## src/rtl/hdmi_i2c_target.sv

```systemverilog
// hdmi_i2c_target: I2C target emulating an HDMI transmitter 256x8 register map with write strobes.
// Optional macro I2C_GLITCH_FILTER_EN adds a 3-sample stable filter on synchronised SCL/SDA.
module hdmi_i2c_target #(
    parameter logic [6:0] DEV_ADDR    = 7'h39,
    parameter int         SYNC_STAGES = 2
) (
    input  logic       clk,
    input  logic       rst_n,
    input  logic       scl_in,
    input  logic       sda_in,
    output logic       sda_oe,
    output logic       wr_strobe,
    output logic [7:0] wr_addr,
    output logic [7:0] wr_data,
    output logic       busy,
    input  logic [7:0] mon_addr,
    output logic [7:0] mon_data
);
    typedef enum logic [3:0] {
        IDLE, ADDR, ADDR_ACK, SUB, SUB_ACK, WDATA, WDATA_ACK, RDATA, RACK, IGNORE
    } state_e;

    state_e                 state_q;
    logic [SYNC_STAGES-1:0] scl_sync_q, sda_sync_q;
    logic                   scl_s, sda_s, scl_prev_q, sda_prev_q;
    logic                   scl_rise, scl_fall, start_det, stop_det;
    logic [2:0]             cnt_q;
    logic [7:0]             sh_q, ptr_q, wr_addr_q, wr_data_q, byte_d, rd_d;
    logic                   oe_q, wr_strobe_q, busy_q, sub_seen_q, wr_pend_q;
    logic [7:0]             mem_q [256];

    always_ff @(posedge clk or negedge rst_n) begin
        if (!rst_n) begin
            scl_sync_q <= '1;
            sda_sync_q <= '1;
            scl_prev_q <= 1'b1;
            sda_prev_q <= 1'b1;
        end else begin
            scl_sync_q <= {scl_sync_q[SYNC_STAGES-2:0], scl_in};
            sda_sync_q <= {sda_sync_q[SYNC_STAGES-2:0], sda_in};
            scl_prev_q <= scl_s;
            sda_prev_q <= sda_s;
        end
    end

`ifdef I2C_GLITCH_FILTER_EN
    logic [1:0] scl_hist_q, sda_hist_q;
    logic       scl_flt_q, sda_flt_q;
    logic [2:0] scl_win, sda_win;

    assign scl_win = {scl_hist_q, scl_sync_q[SYNC_STAGES-1]};
    assign sda_win = {sda_hist_q, sda_sync_q[SYNC_STAGES-1]};

    // Filtered level follows only once the last three samples agree.
    always_ff @(posedge clk or negedge rst_n) begin
        if (!rst_n) begin
            scl_hist_q <= '1;
            sda_hist_q <= '1;
            scl_flt_q  <= 1'b1;
            sda_flt_q  <= 1'b1;
        end else begin
            scl_hist_q <= scl_win[1:0];
            sda_hist_q <= sda_win[1:0];
            scl_flt_q  <= (&scl_win) ? 1'b1 : (~|scl_win) ? 1'b0 : scl_flt_q;
            sda_flt_q  <= (&sda_win) ? 1'b1 : (~|sda_win) ? 1'b0 : sda_flt_q;
        end
    end

    assign scl_s = scl_flt_q;
    assign sda_s = sda_flt_q;
`else
    assign scl_s = scl_sync_q[SYNC_STAGES-1];
    assign sda_s = sda_sync_q[SYNC_STAGES-1];
`endif

    assign scl_rise  = scl_s & ~scl_prev_q;
    assign scl_fall  = ~scl_s & scl_prev_q;
    assign start_det = scl_s & scl_prev_q & sda_prev_q & ~sda_s;
    assign stop_det  = scl_s & scl_prev_q & ~sda_prev_q & sda_s;
    assign byte_d    = {sh_q[6:0], sda_s};
    assign rd_d      = mem_q[ptr_q];

    // ACK slots use cnt_q as a phase marker: 0 before the 8th fall, 1 while driving.
    always_ff @(posedge clk or negedge rst_n) begin
        if (!rst_n) begin
            state_q     <= IDLE;
            cnt_q       <= '0;
            sh_q        <= '0;
            ptr_q       <= '0;
            oe_q        <= 1'b0;
            wr_strobe_q <= 1'b0;
            wr_addr_q   <= '0;
            wr_data_q   <= '0;
            busy_q      <= 1'b0;
            sub_seen_q  <= 1'b0;
            wr_pend_q   <= 1'b0;
            for (int i = 0; i < 256; i++) mem_q[i] <= '0;
        end else begin
            wr_strobe_q <= 1'b0;
            wr_pend_q   <= 1'b0;
            if (wr_pend_q) begin
                mem_q[ptr_q] <= sh_q;
                wr_strobe_q  <= 1'b1;
                wr_addr_q    <= ptr_q;
                wr_data_q    <= sh_q;
                ptr_q        <= ptr_q + 8'd1;
            end
            if (start_det) begin
                state_q <= ADDR;
                cnt_q   <= '0;
                oe_q    <= 1'b0;
                busy_q  <= 1'b1;
            end else if (stop_det) begin
                state_q    <= IDLE;
                oe_q       <= 1'b0;
                busy_q     <= 1'b0;
                sub_seen_q <= 1'b0;
            end else begin
                case (state_q)
                    ADDR, SUB, WDATA: if (scl_rise) begin
                        sh_q  <= byte_d;
                        cnt_q <= cnt_q + 3'd1;
                        if (&cnt_q) begin
                            if (state_q == ADDR)
                                state_q <= (byte_d[7:1] == DEV_ADDR) ? ADDR_ACK : IGNORE;
                            else if (state_q == SUB) begin
                                ptr_q      <= byte_d;
                                sub_seen_q <= 1'b1;
                                state_q    <= SUB_ACK;
                            end else begin
                                wr_pend_q <= 1'b1;
                                state_q   <= WDATA_ACK;
                            end
                        end
                    end
                    ADDR_ACK, SUB_ACK, WDATA_ACK: if (scl_fall) begin
                        oe_q  <= (cnt_q == 3'd0);
                        cnt_q <= (cnt_q == 3'd0) ? 3'd1 : 3'd0;
                        if (cnt_q != 3'd0) begin
                            if (state_q == ADDR_ACK && sh_q[0]) begin
                                state_q <= RDATA;
                                sh_q    <= {rd_d[6:0], 1'b0};
                                oe_q    <= ~rd_d[7];
                                ptr_q   <= ptr_q + 8'd1;
                            end else
                                state_q <= (state_q == ADDR_ACK && !sub_seen_q) ? SUB : WDATA;
                        end
                    end
                    RDATA: if (scl_rise) begin
                        cnt_q <= cnt_q + 3'd1;
                        if (&cnt_q) state_q <= RACK;
                    end else if (scl_fall) begin
                        oe_q <= ~sh_q[7];
                        sh_q <= {sh_q[6:0], 1'b0};
                    end
                    RACK: if (scl_fall) begin
                        if (cnt_q == 3'd0) oe_q <= 1'b0;
                        else begin
                            state_q <= RDATA;
                            cnt_q   <= '0;
                            sh_q    <= {rd_d[6:0], 1'b0};
                            oe_q    <= ~rd_d[7];
                            ptr_q   <= ptr_q + 8'd1;
                        end
                    end else if (scl_rise) begin
                        if (sda_s) state_q <= IGNORE;
                        else cnt_q <= 3'd1;
                    end
                    default: ;
                endcase
            end
        end
    end

    assign sda_oe    = oe_q;
    assign wr_strobe = wr_strobe_q;
    assign wr_addr   = wr_addr_q;
    assign wr_data   = wr_data_q;
    assign busy      = busy_q;
    assign mon_data  = mem_q[mon_addr];
endmodule

```

## config.mk

```make
export PLATFORM = sky130hd
export DESIGN_NAME = hdmi_i2c_target
export DESIGN_NICKNAME = d
export VERILOG_FILES = /design/src/rtl/hdmi_i2c_target.sv
export SDC_FILE = /design/constraint.sdc
export NUM_CORES = 2
export LEC_CHECK = 0
export CAP_MARGIN = 30
export CORE_MARGIN = 2
export CORE_UTILIZATION = 45
export CTS_CLUSTER_DIAMETER = 50
export DETAILED_ROUTE_END_ITERATION = 10
export GPL_ROUTABILITY_DRIVEN = 0
export HOLD_SLACK_MARGIN = 0.12
export PLACE_DENSITY = 0.57
export REMOVE_ABC_BUFFERS = 1
export SLEW_MARGIN = 20
export SYNTH_ARGS = -nofsm -noshare
export SYNTH_HDL_FRONTEND = slang
export SYNTH_SLANG_ARGS = --single-unit
```

## constraint.sdc

```tcl
create_clock -name clk -period 6.7 [get_ports clk]
set_input_delay 1.005 -clock clk [delete_from_list [all_inputs] [get_ports clk]]
set_output_delay 1.005 -clock clk [all_outputs]
set_load 0.03 [all_outputs]
```

# == Yosys cells after proc, flatten, opt, wreduce, memory -nomap -nowiden ==
# Index checks and enable logic that the tools add are counted.
# word_totals
register_bits,2098
latchBits,0
ramBits,0
rom_bits,0
inputBits,12
output_inout_bits,27
word_cells,438
mem_count,0
# classes
add_sub_neg,2
multipliers,0
n_div,0
order_cmp,3
eq_ne,36
shifts,0
mux,85
bitwise_logic,17
n_reduce_logical,24
# ops
operator,n
2048-bit bitwise mux,1
8-bit two-way mux,25
8-bit binary-select mux with 8-bit select,2
8-bit demux with 8-bit select,1
4-bit two-way mux,14
"4-bit != test, second input constant",12
8-bit one-hot mux with 4 select lines,1
3-bit two-way mux,10
1-bit two-way mux,26
8-bit one-hot mux with 3 select lines,1
"2-bit != test, second input constant",10
"9-bit greater-or-equal comparator, second input constant",2
8-bit NOT with 9-bit output,2
"4-bit by 3-bit == test with 1-bit output, second input constant",4
4-bit one-hot mux with 4 select lines,1
"5-bit != test, second input constant",3
11-bit AND reduction,1
10-bit AND reduction,1
2-bit nonzero test,5
"9-bit by 1-bit < comparator with 1-bit output, second input constant",1
3-bit one-hot mux with 3 select lines,1
"8-bit by 1-bit adder with 8-bit output, second input constant",1
"4-bit by 2-bit == test with 1-bit output, second input constant",2
1-bit NOT,8
22 further kinds,32

# == Depth between registers and ports, before layout ==
# depth
depth_word,11
mapped_depth,14

# == Worst setup path before layout ==
# Ideal clock, no wire load.
# synth_timing
path_kind,input -> output
start,in mon_addr[0]
end,out mon_data[6]
arrival_time_ns,3.959
t_required_ns,5.695
slack_ns,1.736
cell_stages,8
path_buffers,3
cell_sequence,clkbuf_1 > clkbuf_1 > buf_1 > mux4_2 > mux4_2 > a22oi_1 > a21oi_1 > or4_1
# synth_via
elab_chain_cells,4
# synth_rtl
item,line,rtl
"start, declared",16,"input logic [7:0] mon_addr,"
8-bit NOT with 9-bit output (not written as such),180,assign mon_data = mem_q[mon_addr];
8-bit binary-select mux with 8-bit select,180,
8-bit two-way mux (not written as such) (2 in series),180,
"end, declared",17,output logic [7:0] mon_data
# Every way passes these cells. The select of a mux whose other input is x is not followed.

# == Worst setup path after layout ==
# layout_timing
start,in mon_addr[1]
end,out mon_data[7]
# Same word-level chain as after synthesis.

==> impl_metrics.env <==
export IMPL_slew_violations=0
export IMPL_crit_path_max_incr_delay_ns=0.78
export IMPL_hold_viol=0
export IMPL_portBuffers=38
export IMPL_avgSynthCellArea_um2=15.3
export IMPL_path_common_cell="mux4_2"
export IMPL_min_period_ns=5.97
export IMPL_htree_levels=5
export IMPL_fillers=20300
export IMPL_dp_hpwl_mm=272
export IMPL_cts_setup_buffers=0
export IMPL_critPathMaxFanout=45
export IMPL_status="finished, final reports clean"
export IMPL_synth_cell_area_um2=111000
export IMPL_powerDensity_nw_per_um2=255
export IMPL_max_slew_margin=0.262
export IMPL_pwr_share_seq=0.407
export IMPL_cts_made_buffers=293
export IMPL_dpl_cell_area_um2=117000
export IMPL_synth_seq_cells=2098
export IMPL_arrival_ns=4.97
export IMPL_crit_slowest_cell="or4_1"
export IMPL_timing_hold_ws_ns=0.357
export IMPL_dr_pass1_iters=6
export IMPL_r2r_start="ptr_q[1]$_DFF_PN0_"
export IMPL_drt_initial_drc_count=8337
export IMPL_clkSinkCount=2098
export IMPL_nNetsFinal=7398
export IMPL_p_total_w=0.0325
export IMPL_die_h_um=502
export IMPL_cts_tree="built"
export IMPL_synthArstFlopShare=1.00
export IMPL_leakage_nw=56.5
export IMPL_core_area_um2=246000
export IMPL_setup_ws_ns=0.730
export IMPL_cap_violations=0
export IMPL_p_sw_w=0.00913
export IMPL_path_buf_inv=3
export IMPL_cp_required_ns=5.69
export IMPL_syn_inst=7286
export IMPL_critPathCaptureType="output pin"
export IMPL_worst_setup_path_start_kind="primary input"
export IMPL_combPwrFrac=0.103
export IMPL_first_global_vias=74100
export IMPL_fp_dieArea_um2=252000
export IMPL_die_w_um=502
export IMPL_antenna_left=0
export IMPL_drive_gt1_frac=0.538
export IMPL_postLayoutCellArea_um2=127000
export IMPL_setup_tns_ns=0
export IMPL_crit_chain="buf_8 -> buf_12 -> mux4_2 -> mux4_2 -> a22oi_1 -> a21oi_1 -> or4_1 -> buf_4"
export IMPL_area_delta_synth_final_pct=14.3
export IMPL_clk_insertion_delay_late_ns=0.96
export IMPL_grt_pass1_wl_mm=580
export IMPL_vias_per_cell=6.74
export IMPL_drc_errors=0
export IMPL_rows=182
export IMPL_max_freq_mhz=167
export IMPL_cts_buffer_depth=4
export IMPL_clkTransAtPathRegs_ns=0.05
export IMPL_ir_drop_mv=0.455
export IMPL_synthDistinctLibCells=74
export IMPL_switching_share=0.281
export IMPL_cts_root_buf="clkbuf_16"
export IMPL_yosys_most_used_dff="dfrtp_1"
export IMPL_totalWireLength_mm=405
export IMPL_hp_class="reg -> reg"
export IMPL_p_int_w=0.0234
export IMPL_timing_critical_path_from="mon_addr[1]"
export IMPL_grt_usage=0.324
export IMPL_ys_seq_area_frac=0.471
export IMPL_tightest_slew_ns=1.10
export IMPL_wl_per_cell_um=37.2
export IMPL_setup_violations_final=0
export IMPL_pwr_share_clk=0.490
export IMPL_antenna_found_initial=27
export IMPL_overflow=0
export IMPL_min_period_over_period=0.891
export IMPL_ios=39
export IMPL_vias=73600
export IMPL_layout_area_seq_um2=52600
export IMPL_finalClockSkew_ns=0.0809
export IMPL_min_delay_start="scl_sync_q[0]$_DFF_PN1_"
export IMPL_path_delay_family="buffers and inverters"
export IMPL_crit_type="in -> out"
export IMPL_grt_setup_unrepaired="no"
export IMPL_grt_max_degree=169
export IMPL_yosysWarnings=0
export IMPL_start_util=0.453
export IMPL_pre_cts_ws_ns=0.805
export IMPL_multi_input_area_um2=56500
export IMPL_synth_edf_count=0
[through the flow]
| stage | std cells | utilization |
|---|---|---|
| final | 10900 | 0.517 |
| after global placement | 10300 | 0.474 |
| after CTS | 10900 | 0.516 |
| after floorplan | 6639 | - |
| after global routing | 10900 | 0.517 |
| after detailed placement | 10400 | 0.476 |
[logic make-up (layout without fill, tap and decap cells)]
group | Yosys count | in the layout | synth area share
adders and majority gates | 10 | 10 | 0.00112
xor gates and xnor gates | 14 | 14 | 0.00110
other | 0 | 11 | 0
buffers and inverters | 664 | 963 | 0.0241
and+or+nand+nor | 794 | 794 | 0.0313
AOI/OAI and AO/OA | 480 | 480 | 0.0285
DFF | 2098 | 2098 | 0.471
muxes | 3226 | 3226 | 0.443
[what timing repair did]
item / in CTS / in global routing
hold buffers: 1 / 0
resized for setup: 0 / 0
hold endpoints to repair: 47 / 0
[power by group through the flow]
stage	logic [W]	clock network (W)	registers (W)
2_1_floorplan	0.000806	0	0.0138
3_3_place_gp	0.00310	0	0.0135
3_5_place_dp	0.00322	0	0.0135
4_1_cts	0.00323	0.0161	0.0132
5_1_grt	0.00353	0.0167	0.0132
6_report	0.00336	0.0159	0.0132
[layer usage]
layer / share of wire / track usage
met1: 0.41 / 0.452
met2: 0.45 / 0.479
met3: 0.091 / 0.0821
met4: 0.052 / 0.147
met5: 0.00030 / 0
[flip-flops by register name, summed over array words and instances, names as in the netlist]
signal / count
scl_sync_q: 2
scl_prev_q: 1
wr_strobe: 1
sda_oe: 1
wr_pend_q: 1
mem_q: 2048
wr_data: 8
busy: 1
ptr_q: 8
sda_prev_q: 1
wr_addr: 8
sh_q: 8
state_q: 4
cnt_q: 3
sda_sync_q: 2
sub_seen_q: 1
[layout make-up]
| class | instances | area share |
|---|---|---|
| Clock buffer | 390 | 0.0649 |
| Sequential cell | 2098 | 0.413 |
| Tap cell | 3312 | 0.0325 |
| Clock inverter | 114 | 0.0123 |
| Timing Repair Buffer | 442 | 0.0334 |
| Inverter | 17 | 0.000560 |
| Multi-Input combinational cell | 4524 | 0.443 |
| Antenna cell | 11 | 0.000216 |
[Yosys cell counts (23+ instances only)]
cell type	instances	share of area
clkbuf_1	433	0.015
mux4_2	1167	0.24
a32oi_1	23	0.0018
nand3_1	44	0.0020
a22oi_1	117	0.0079
mux2i_1	95	0.0085
nand2_1	321	0.011
buf_1	80	0.0027
o22ai_1	28	0.0016
dfrtp_1	2092	0.47
buf_2	123	0.0055
o21ai_0	147	0.0066
a21oi_1	57	0.0026
nor2_1	270	0.0091
mux2_2	1964	0.20
[placed cells by master, fill, tap and decap left out, types with 14 or more instances in the layout]
cell type,count
nor2_2,20
a22oi_1,117
clkbuf_8,43
mux2_2,1964
nor2_1,248
buf_6,16
dfrtp_1,2075
o21ai_0,146
a21oi_1,57
clkinv_2,34
nand3_1,35
and3_1,18
buf_4,327
bufinv_16,33
clkinvlp_4,17
nand4_1,17
nor3_1,18
clkbuf_16,300
nand2b_1,14
nand2_1,321
clkbuf_1,48
inv_6,14
buf_12,53
mux2i_1,95
clkdlybuf4s50_1,25
a32oi_1,23
o22ai_1,28
mux4_2,1167
a211oi_1,15
[worst register-to-register path, stage by stage, from the launching register on]
cell,delay (ns)
dfrtp_4,0.93
buf_4,0.64
buf_4,0.62
mux4_2,0.47
mux4_2,0.58
a22oi_1,0.74
o2111ai_1,0.23
nor4b_1,0.32
a221oi_1,0.13
[worst paths after layout]
kind                       slack, ns                      end  cells after the start
setup reg to reg                1.90      sh_q[5]$_DFFE_PN0P_                      8
hold / removal                  0.36  scl_sync_q[1]$_DFF_PN1_                      0
setup / recovery                0.73              mon_data[7]                      8
min in group asynchronous       0.72   mem_q[850]$_DFFE_PN0P_                      2
hold reg to reg                 0.36  scl_sync_q[1]$_DFF_PN1_                      0
max in group asynchronous       4.05  mem_q[1435]$_DFFE_PN0P_                      4
(Power assumes the default switching activity.)
